**src/rtl/cam_pkg.sv**
```systemverilog
// Shared definitions for the OV7670-style camera frame generator:
// geometry defaults, pattern select codes, colour-bar constants and FSM states.
package cam_pkg;

    // Frame geometry defaults (160x120 RGB444, two bytes per pixel)
    localparam int unsigned TAM_LINE_DEF       = 320;
    localparam int unsigned TAM_ROW_DEF        = 120;
    localparam int unsigned BLACK_TAM_LINE_DEF = 4;
    localparam int unsigned BLACK_TAM_ROW_DEF  = 4;
    localparam int unsigned PCLK_DIV_DEF       = 2;

    localparam int unsigned RGB_W    = 12;
    localparam int unsigned NUM_BARS = 8;

    // Pattern select codes
    localparam logic [1:0] PAT_SOLID = 2'd0;
    localparam logic [1:0] PAT_BARS  = 2'd1;
    localparam logic [1:0] PAT_RAMP  = 2'd2;
    localparam logic [1:0] PAT_CHECK = 2'd3;

    // Colour bars, left to right
    localparam logic [RGB_W-1:0] BAR_WHITE   = 12'hFFF;
    localparam logic [RGB_W-1:0] BAR_YELLOW  = 12'hFF0;
    localparam logic [RGB_W-1:0] BAR_CYAN    = 12'h0FF;
    localparam logic [RGB_W-1:0] BAR_GREEN   = 12'h0F0;
    localparam logic [RGB_W-1:0] BAR_MAGENTA = 12'hF0F;
    localparam logic [RGB_W-1:0] BAR_RED     = 12'hF00;
    localparam logic [RGB_W-1:0] BAR_BLUE    = 12'h00F;
    localparam logic [RGB_W-1:0] BAR_BLACK   = 12'h000;

    typedef enum logic {
        ST_IDLE = 1'b0,
        ST_RUN  = 1'b1
    } state_t;

    // Colour of bar number idx
    function automatic logic [RGB_W-1:0] bar_color(input logic [2:0] idx);
        logic [RGB_W-1:0] c;
        case (idx)
            3'd0:    c = BAR_WHITE;
            3'd1:    c = BAR_YELLOW;
            3'd2:    c = BAR_CYAN;
            3'd3:    c = BAR_GREEN;
            3'd4:    c = BAR_MAGENTA;
            3'd5:    c = BAR_RED;
            3'd6:    c = BAR_BLUE;
            default: c = BAR_BLACK;
        endcase
        return c;
    endfunction

endpackage

```
**src/rtl/cam_pixel_pattern.sv**
```systemverilog
// Combinational test-pattern generator: pixel coordinate -> RGB444 colour.
// Ports:
//   x, y     - pixel column / row inside the active window
//   pattern  - 0 solid, 1 colour bars, 2 index ramp, 3 checkerboard
//   color    - solid colour for pattern 0
//   rgb_c    - resulting {R,G,B} value
module cam_pixel_pattern
    import cam_pkg::*;
#(
    parameter int unsigned XW      = 8,
    parameter int unsigned YW      = 7,
    parameter int unsigned PX_LINE = 160
) (
    input  logic [XW-1:0]    x,
    input  logic [YW-1:0]    y,
    input  logic [1:0]       pattern,
    input  logic [RGB_W-1:0] color,
    output logic [RGB_W-1:0] rgb_c
);

    localparam int unsigned BAR_W = (PX_LINE >= NUM_BARS) ? PX_LINE / NUM_BARS : 1;

    logic [XW-1:0] bar_full;
    logic [2:0]    bar_idx;

    always_comb begin
        bar_full = x / XW'(BAR_W);
        // Columns past the last full bar stay in the last bar
        bar_idx  = (bar_full > XW'(NUM_BARS - 1)) ? 3'(NUM_BARS - 1) : 3'(bar_full);
        case (pattern)
            PAT_SOLID: rgb_c = color;
            PAT_BARS:  rgb_c = bar_color(bar_idx);
            // Linear pixel index, truncated to 12 bits (mod 4096)
            PAT_RAMP:  rgb_c = 12'(y) * 12'(PX_LINE) + 12'(x);
            default:   rgb_c = (x[3] ^ y[3]) ? 12'hFFF : 12'h000;
        endcase
    end

endmodule

```
**src/rtl/cam_frame_gen.sv**
```systemverilog
// OV7670-style camera transmitter used in place of the sensor for loopback.
// Emits pixel clock, vsync, href and RGB444 bytes (two per pixel) with
// blank lines at the start of each frame and blank slots at the end of each line.
// Ports:
//   clk, rst          - system clock, synchronous active-low reset
//   en                - frame generation enable (checked at frame boundaries)
//   pattern, color    - test pattern select and solid colour, latched per frame
//   CAM_pclk          - generated pixel clock
//   CAM_vsync         - frame sync, active high
//   CAM_href          - line valid, active high
//   CAM_px_data       - pixel byte
//   frame_start       - one-clk pulse when row 0 / slot 0 is issued
//   frame_done        - one-clk pulse when the last slot of the frame is issued
module cam_frame_gen
    import cam_pkg::*;
#(
    parameter int unsigned TAM_LINE       = TAM_LINE_DEF,
    parameter int unsigned TAM_ROW        = TAM_ROW_DEF,
    parameter int unsigned BLACK_TAM_LINE = BLACK_TAM_LINE_DEF,
    parameter int unsigned BLACK_TAM_ROW  = BLACK_TAM_ROW_DEF,
    parameter int unsigned PCLK_DIV       = PCLK_DIV_DEF
) (
    input  logic             clk,
    input  logic             rst,
    input  logic             en,
    input  logic [1:0]       pattern,
    input  logic [RGB_W-1:0] color,
    output logic             CAM_pclk,
    output logic             CAM_vsync,
    output logic             CAM_href,
    output logic [7:0]       CAM_px_data,
    output logic             frame_start,
    output logic             frame_done
);

    localparam int unsigned LINE_TOT = TAM_LINE + BLACK_TAM_LINE;
    localparam int unsigned ROW_TOT  = TAM_ROW + BLACK_TAM_ROW;
    localparam int unsigned LW       = (LINE_TOT > 1) ? $clog2(LINE_TOT) : 1;
    localparam int unsigned RW       = (ROW_TOT > 1) ? $clog2(ROW_TOT) : 1;
    localparam int unsigned DW       = (PCLK_DIV > 1) ? $clog2(PCLK_DIV) : 1;
    localparam int unsigned XW       = (LW > 4) ? LW - 1 : 4;
    localparam int unsigned YW       = (RW > 4) ? RW : 4;
    localparam int unsigned PX_LINE  = TAM_LINE / 2;
    localparam int unsigned VS_ROWS  = BLACK_TAM_ROW / 2;

    state_t           state_q, state_d;
    logic [DW-1:0]    div_q;
    logic [LW-1:0]    line_q, line_d;
    logic [RW-1:0]    row_q, row_d;
    logic [1:0]       pat_q, pat_sel;
    logic [RGB_W-1:0] color_q, color_sel, rgb_c;
    logic             div_wrap_c, fall_c, last_c, start_c, done_c;
    logic             run_d, vsync_d, href_d;
    logic [XW-1:0]    x;
    logic [YW-1:0]    y;
    logic [7:0]       byte_d;

    // State register
    always_ff @(posedge clk) begin
        if (!rst) begin
            state_q <= ST_IDLE;
        end else begin
            state_q <= state_d;
        end
    end

    // Next state and slot counters; everything moves only on a pclk falling event
    always_comb begin
        state_d    = state_q;
        line_d     = line_q;
        row_d      = row_q;
        start_c    = 1'b0;
        div_wrap_c = (div_q == DW'(PCLK_DIV - 1));
        fall_c     = CAM_pclk && div_wrap_c;
        last_c     = (line_q == LW'(LINE_TOT - 1)) && (row_q == RW'(ROW_TOT - 1));
        case (state_q)
            ST_IDLE: begin
                if (fall_c && en) begin
                    state_d = ST_RUN;
                    line_d  = '0;
                    row_d   = '0;
                    start_c = 1'b1;
                end
            end
            ST_RUN: begin
                if (fall_c) begin
                    if (last_c) begin
                        line_d = '0;
                        row_d  = '0;
                        if (en) begin
                            start_c = 1'b1;
                        end else begin
                            state_d = ST_IDLE;
                        end
                    end else if (line_q == LW'(LINE_TOT - 1)) begin
                        line_d = '0;
                        row_d  = row_q + RW'(1);
                    end else begin
                        line_d = line_q + LW'(1);
                    end
                end
            end
            default: state_d = ST_IDLE;
        endcase
    end

    // Output values for the slot about to be issued
    always_comb begin
        run_d     = (state_d == ST_RUN);
        vsync_d   = run_d && (row_d < RW'(VS_ROWS));
        href_d    = run_d && (row_d >= RW'(BLACK_TAM_ROW)) && (line_d < LW'(TAM_LINE));
        done_c    = fall_c && run_d && (line_d == LW'(LINE_TOT - 1))
                    && (row_d == RW'(ROW_TOT - 1));
        // A starting frame already uses the freshly sampled pattern/colour
        pat_sel   = start_c ? pattern : pat_q;
        color_sel = start_c ? color : color_q;
        x         = XW'(line_d >> 1);
        y         = YW'(row_d - RW'(BLACK_TAM_ROW));
        byte_d    = line_d[0] ? rgb_c[7:0] : {4'h0, rgb_c[11:8]};
    end

    cam_pixel_pattern #(
        .XW      (XW),
        .YW      (YW),
        .PX_LINE (PX_LINE)
    ) u_pattern (
        .x       (x),
        .y       (y),
        .pattern (pat_sel),
        .color   (color_sel),
        .rgb_c   (rgb_c)
    );

    // Pixel clock divider, counters and registered camera outputs
    always_ff @(posedge clk) begin
        if (!rst) begin
            div_q       <= '0;
            CAM_pclk    <= 1'b0;
            line_q      <= '0;
            row_q       <= '0;
            pat_q       <= PAT_SOLID;
            color_q     <= '0;
            CAM_vsync   <= 1'b0;
            CAM_href    <= 1'b0;
            CAM_px_data <= '0;
            frame_start <= 1'b0;
            frame_done  <= 1'b0;
        end else begin
            if (div_wrap_c) begin
                div_q    <= '0;
                CAM_pclk <= ~CAM_pclk;
            end else begin
                div_q <= div_q + DW'(1);
            end
            line_q      <= line_d;
            row_q       <= row_d;
            frame_start <= start_c;
            frame_done  <= done_c;
            if (start_c) begin
                pat_q   <= pattern;
                color_q <= color;
            end
            if (fall_c) begin
                CAM_vsync   <= vsync_d;
                CAM_href    <= href_d;
                CAM_px_data <= href_d ? byte_d : 8'h00;
            end
        end
    end

endmodule

```
**config.mk**
```make
export PLATFORM = sky130hd
export DESIGN_NAME = cam_frame_gen
export DESIGN_NICKNAME = d
export VERILOG_FILES = /design/src/rtl/cam_pkg.sv /design/src/rtl/cam_pixel_pattern.sv /design/src/rtl/cam_frame_gen.sv
export SDC_FILE = /design/constraint.sdc
export NUM_CORES = 1
export LEC_CHECK = 0
export ABC_CLOCK_PERIOD_IN_PS = 11900
export BUFFER_PORTS_ARGS = -buffer_cell sky130_fd_sc_hd__buf_2
export CORE_MARGIN = 5
export CORE_UTILIZATION = 64
export DETAILED_ROUTE_END_ITERATION = 10
export GPL_TIMING_DRIVEN = 1
export PLACE_DENSITY = 0.88
export SYNTH_ARGS = -nofsm -noshare
export SYNTH_HDL_FRONTEND = slang
export SYNTH_SLANG_ARGS = --single-unit
```
**constraint.sdc**
```tcl
create_clock -name clk -period 11.9 [get_ports clk]
set_input_delay 2.38 -clock clk [delete_from_list [all_inputs] [get_ports clk]]
set_output_delay 2.38 -clock clk [all_outputs]
set_load 0.1 [all_outputs]
```
==> results.py <==
metrics = {
    "clock_tree": {
        "post_cts_resized": 0,
        "post_cts_buffers": 0,
        "clk_latency_ns": 0.30,
        "cts_hold_buf": 0,
        "cts_root_buf": "clkbuf_8",
        "tritoncts": "built",
        "cts.path.max_buffers": 2,
        "cts_buffers": 5,
        "cts.clk_slew.worst_paths_ns": 0.08,
        "cts-htree-levels": 2,
        "clock-sinks": 45,
    },
    "place": {
        "place_hpwl_microns": 5559,
        "dp_cells": 412,
        "gp_congestion": 0.9250,
        "io_buffers": 29,
    },
    "hold_path": {
        "holdPathEnd": "CAM_px_data[2]",
        "worstHoldPathCells": 2,
        "min_from": "CAM_px_data[2]",
        "min_path_type": "flop to flop",
    },
    "synth": {
        "ys_ff_latch": 45,
        "syn_area_per_cell_sq_um": 8.610,
        "postSynthCellCount": 346,
        "yosysSeqAreaShare": 0.3024,
        "yosysWarningCount": 0,
        "syn_area_sq_um": 2979,
        "ys_async_sr_fraction": 0,
        "ys.flop_type": "dfxtp_1",
        "syn_nets": 379,
        "synth.distinct_cells": 64,
        "synth_edf_count": 0,
    },
    "sta": {
        "hold_ws_ns": 0.4528,
        "fmaxAchievable_ghz": 0.1595,
        "finalSetupTns_ns": 0,
        "rsz0062_at_grt": "false",
        "hold_viol": 0,
        "min_period_over_period": 0.5269,
        "fin_skew_ns": 0.005864,
        "slew_headroom": 0.4268,
        "finalSetupViolations": 0,
        "maxSlewViolCount": 0,
        "tightestPinTransition_ns": 0.8567,
        "period_needed_ns": 6.270,
    },
    "critical_path": {
        "critPathLaunchType": "input pin",
        "r2r_cells": 18,
        "crit_type": "input pin to flop",
        "endpoint_kind": "flop",
        "r2r_start": "line_q[0]",
        "r2r_end": "CAM_px_data[3]",
        "critPathArrivalTime_ns": 6.45,
        "worstPathMaxFanout": 8,
        "rrSetupSlack_ns": 6.58,
        "crit_required_ns": 12.08,
    },
    "detailed_routing": {
        "routed_wl_microns": 7493,
        "drc": 0,
        "vias_per_cell": 6.590,
        "drt-initial-drc-count": 385,
        "drt-wirelength-per-cell_microns": 17.84,
        "firstDrtPassIters": 6,
        "ant_nets": 0,
        "route.vias.total": 2768,
    },
    "power": {
        "p_leak_nw": 1.382,
        "ir_worst_vdd_uv": 42.16,
        "power_density_nw_per_um2": 88.23,
    },
    "floorplanning": {
        "row_count": 24,
        "die_area_sq_um": 6119,
        "start_util": 0.6703,
        "io_pins": 30,
        "coreArea_sq_um": 4444,
        "die_y_microns": 78.23,
        "die_w_microns": 78.23,
    },
    "final_layout": {
        "drive_above_1_share": 0.1522,
        "nets": 400,
        "syn2layout_area_growth_pct": 8.022,
        "antenna_cells": 0,
        "fin_cells": 420,
    },
    "run": {
        "max-cap-violations": 0,
    },
    "global_routing": {
        "grt.overflow.total": 0,
        "antenna_found_initial": 0,
        "grt_pass1_wl_microns": 12740,
        "grtUsageTotal": 0.2564,
        "grt_pass1_vias": 2647,
        "grt_max_degree": 32,
    },
    "status": {
        "outcome": "finished clean",
    },
}
worst max path at each step:
stage / start / endpoint / slack (ns) / depth (start not counted)
2_1_floorplan: en / CAM_px_data[3] / 6.01 / 18
4_1_cts: en / CAM_px_data[3] / 5.67 / 19
3_3_place_gp: en / CAM_px_data[3] / 5.62 / 19
5_1_grt: en / CAM_px_data[3] / 5.34 / 19
3_5_place_dp: en / CAM_px_data[3] / 5.42 / 19
6_report: en / CAM_px_data[3] / 5.63 / 19
Yosys cell counts (all sizes together), types with 2 or more instances:
master | count | area share
a31oi | 7 | 0.020
o21ai | 17 | 0.029
fa | 2 | 0.013
nor2 | 39 | 0.052
mux2i | 16 | 0.058
xor2 | 2 | 0.0059
dfxtp | 45 | 0.30
and4 | 4 | 0.012
and2 | 8 | 0.017
a21oi | 15 | 0.025
a21o | 7 | 0.018
a2111oi | 3 | 0.015
a221o | 3 | 0.010
o31ai | 6 | 0.015
and3 | 6 | 0.013
a31o | 2 | 0.0059
ha | 14 | 0.059
nor3 | 3 | 0.0050
a22o | 10 | 0.029
nand4 | 7 | 0.015
inv | 14 | 0.018
nand2 | 33 | 0.042
nand2b | 6 | 0.013
o221ai | 6 | 0.020
clkbuf | 8 | 0.010
nor3b | 3 | 0.0076
buf | 9 | 0.019
o211ai | 3 | 0.0076
nand3 | 8 | 0.017
nor2b | 2 | 0.0042
a221oi | 2 | 0.0059
nor4 | 5 | 0.013
xnor2 | 12 | 0.035
logic make-up (layout without fill, tap and decap cells):
logic type,after synthesis,in the layout,synth area share
muxes,17,17,0.06174
buffers and inverters,31,53,0.04788
AOI/OAI and AO/OA,92,92,0.2352
xor gates and xnor gates,14,14,0.04116
adders and majority gates,17,17,0.07602
and+or+nand+nor,130,130,0.2356
DFF,45,45,0.3024
final cells by class:
class                   instances  area (sq um)
clock inverters                 1         5.005
multi-input cells             270          1936
repair buffers                 31         160.2
inverters                      14         55.05
clock buffers                   7         96.34
fillers                       342          1226
flip-flops and latches         45         900.9
well taps                      52         65.06
critical path: stages:
cell and delay, ns:
buf_2 0.12, a31oi_1 0.54, o21ai_0 0.21, o31ai_1 0.14
inv_1 0.18, ha_1 0.31, inv_1 0.07, ha_1 0.28
ha_1 0.17, inv_1 0.06, fa_1 0.37, xnor2_1 0.22
nor3b_1 0.26, xnor2_1 0.17, xnor2_1 0.17, xnor2_1 0.18
xnor2_1 0.15, a2111oi_4 0.35, o31ai_1 0.10
metal layers:
metal | GRT usage | vias up | routed length, microns
met1 | 0.3201 | 1319 | 3277
li1 | - | 1320 | -
met2 | 0.4366 | 105 | 3596
met5 | 0 | - | 0
met3 | 0.04577 | 24 | 395
met4 | 0.1066 | 0 | 224
registers in the layout (all words and copies together) (netlist names):
signal and cells:
state_q 1, pat_q 2, line_q 9, color_q 12, CAM_px_data 8, row_q 7, CAM_href 1, CAM_pclk 1
frame_start 1, frame_done 1, CAM_vsync 1, div_q 1
through the flow:
step | util | worst slack (ns) | cell area (sq um) | total power [mW]
3_5_place_dp | 0.7013 | 5.415 | 3117 | 0.1830
4_1_cts | 0.7241 | 5.669 | 3218 | 0.2864
2_1_floorplan | - | 6.006 | 2979 | 0.1756
3_3_place_gp | 0.7013 | 5.622 | 3117 | 0.1826
5_1_grt | 0.7241 | 5.344 | 3218 | 0.2960
6_report | 0.7241 | 5.630 | 3218 | 0.2839
where the power goes:
part | leakage (nW) | switching, mW | internal (mW)
Combinational | 0.965 | 0.0168 | 0.00872
Clock | 0.0542 | 0.0517 | 0.0525
Sequential | 0.363 | 0.00201 | 0.152
cells in the final DEF, fill, tap and decap left out, drive strengths merged, types with 8 or more instances in the layout:
master   n
a21oi   15
a22o    10
and2     8
buf     31
dfxtp   45
ha      14
inv     14
mux2i   16
nand2   33
nand3    8
nor2    39
o21ai   17
xnor2   12
Power figures use the tool's default switching activity.
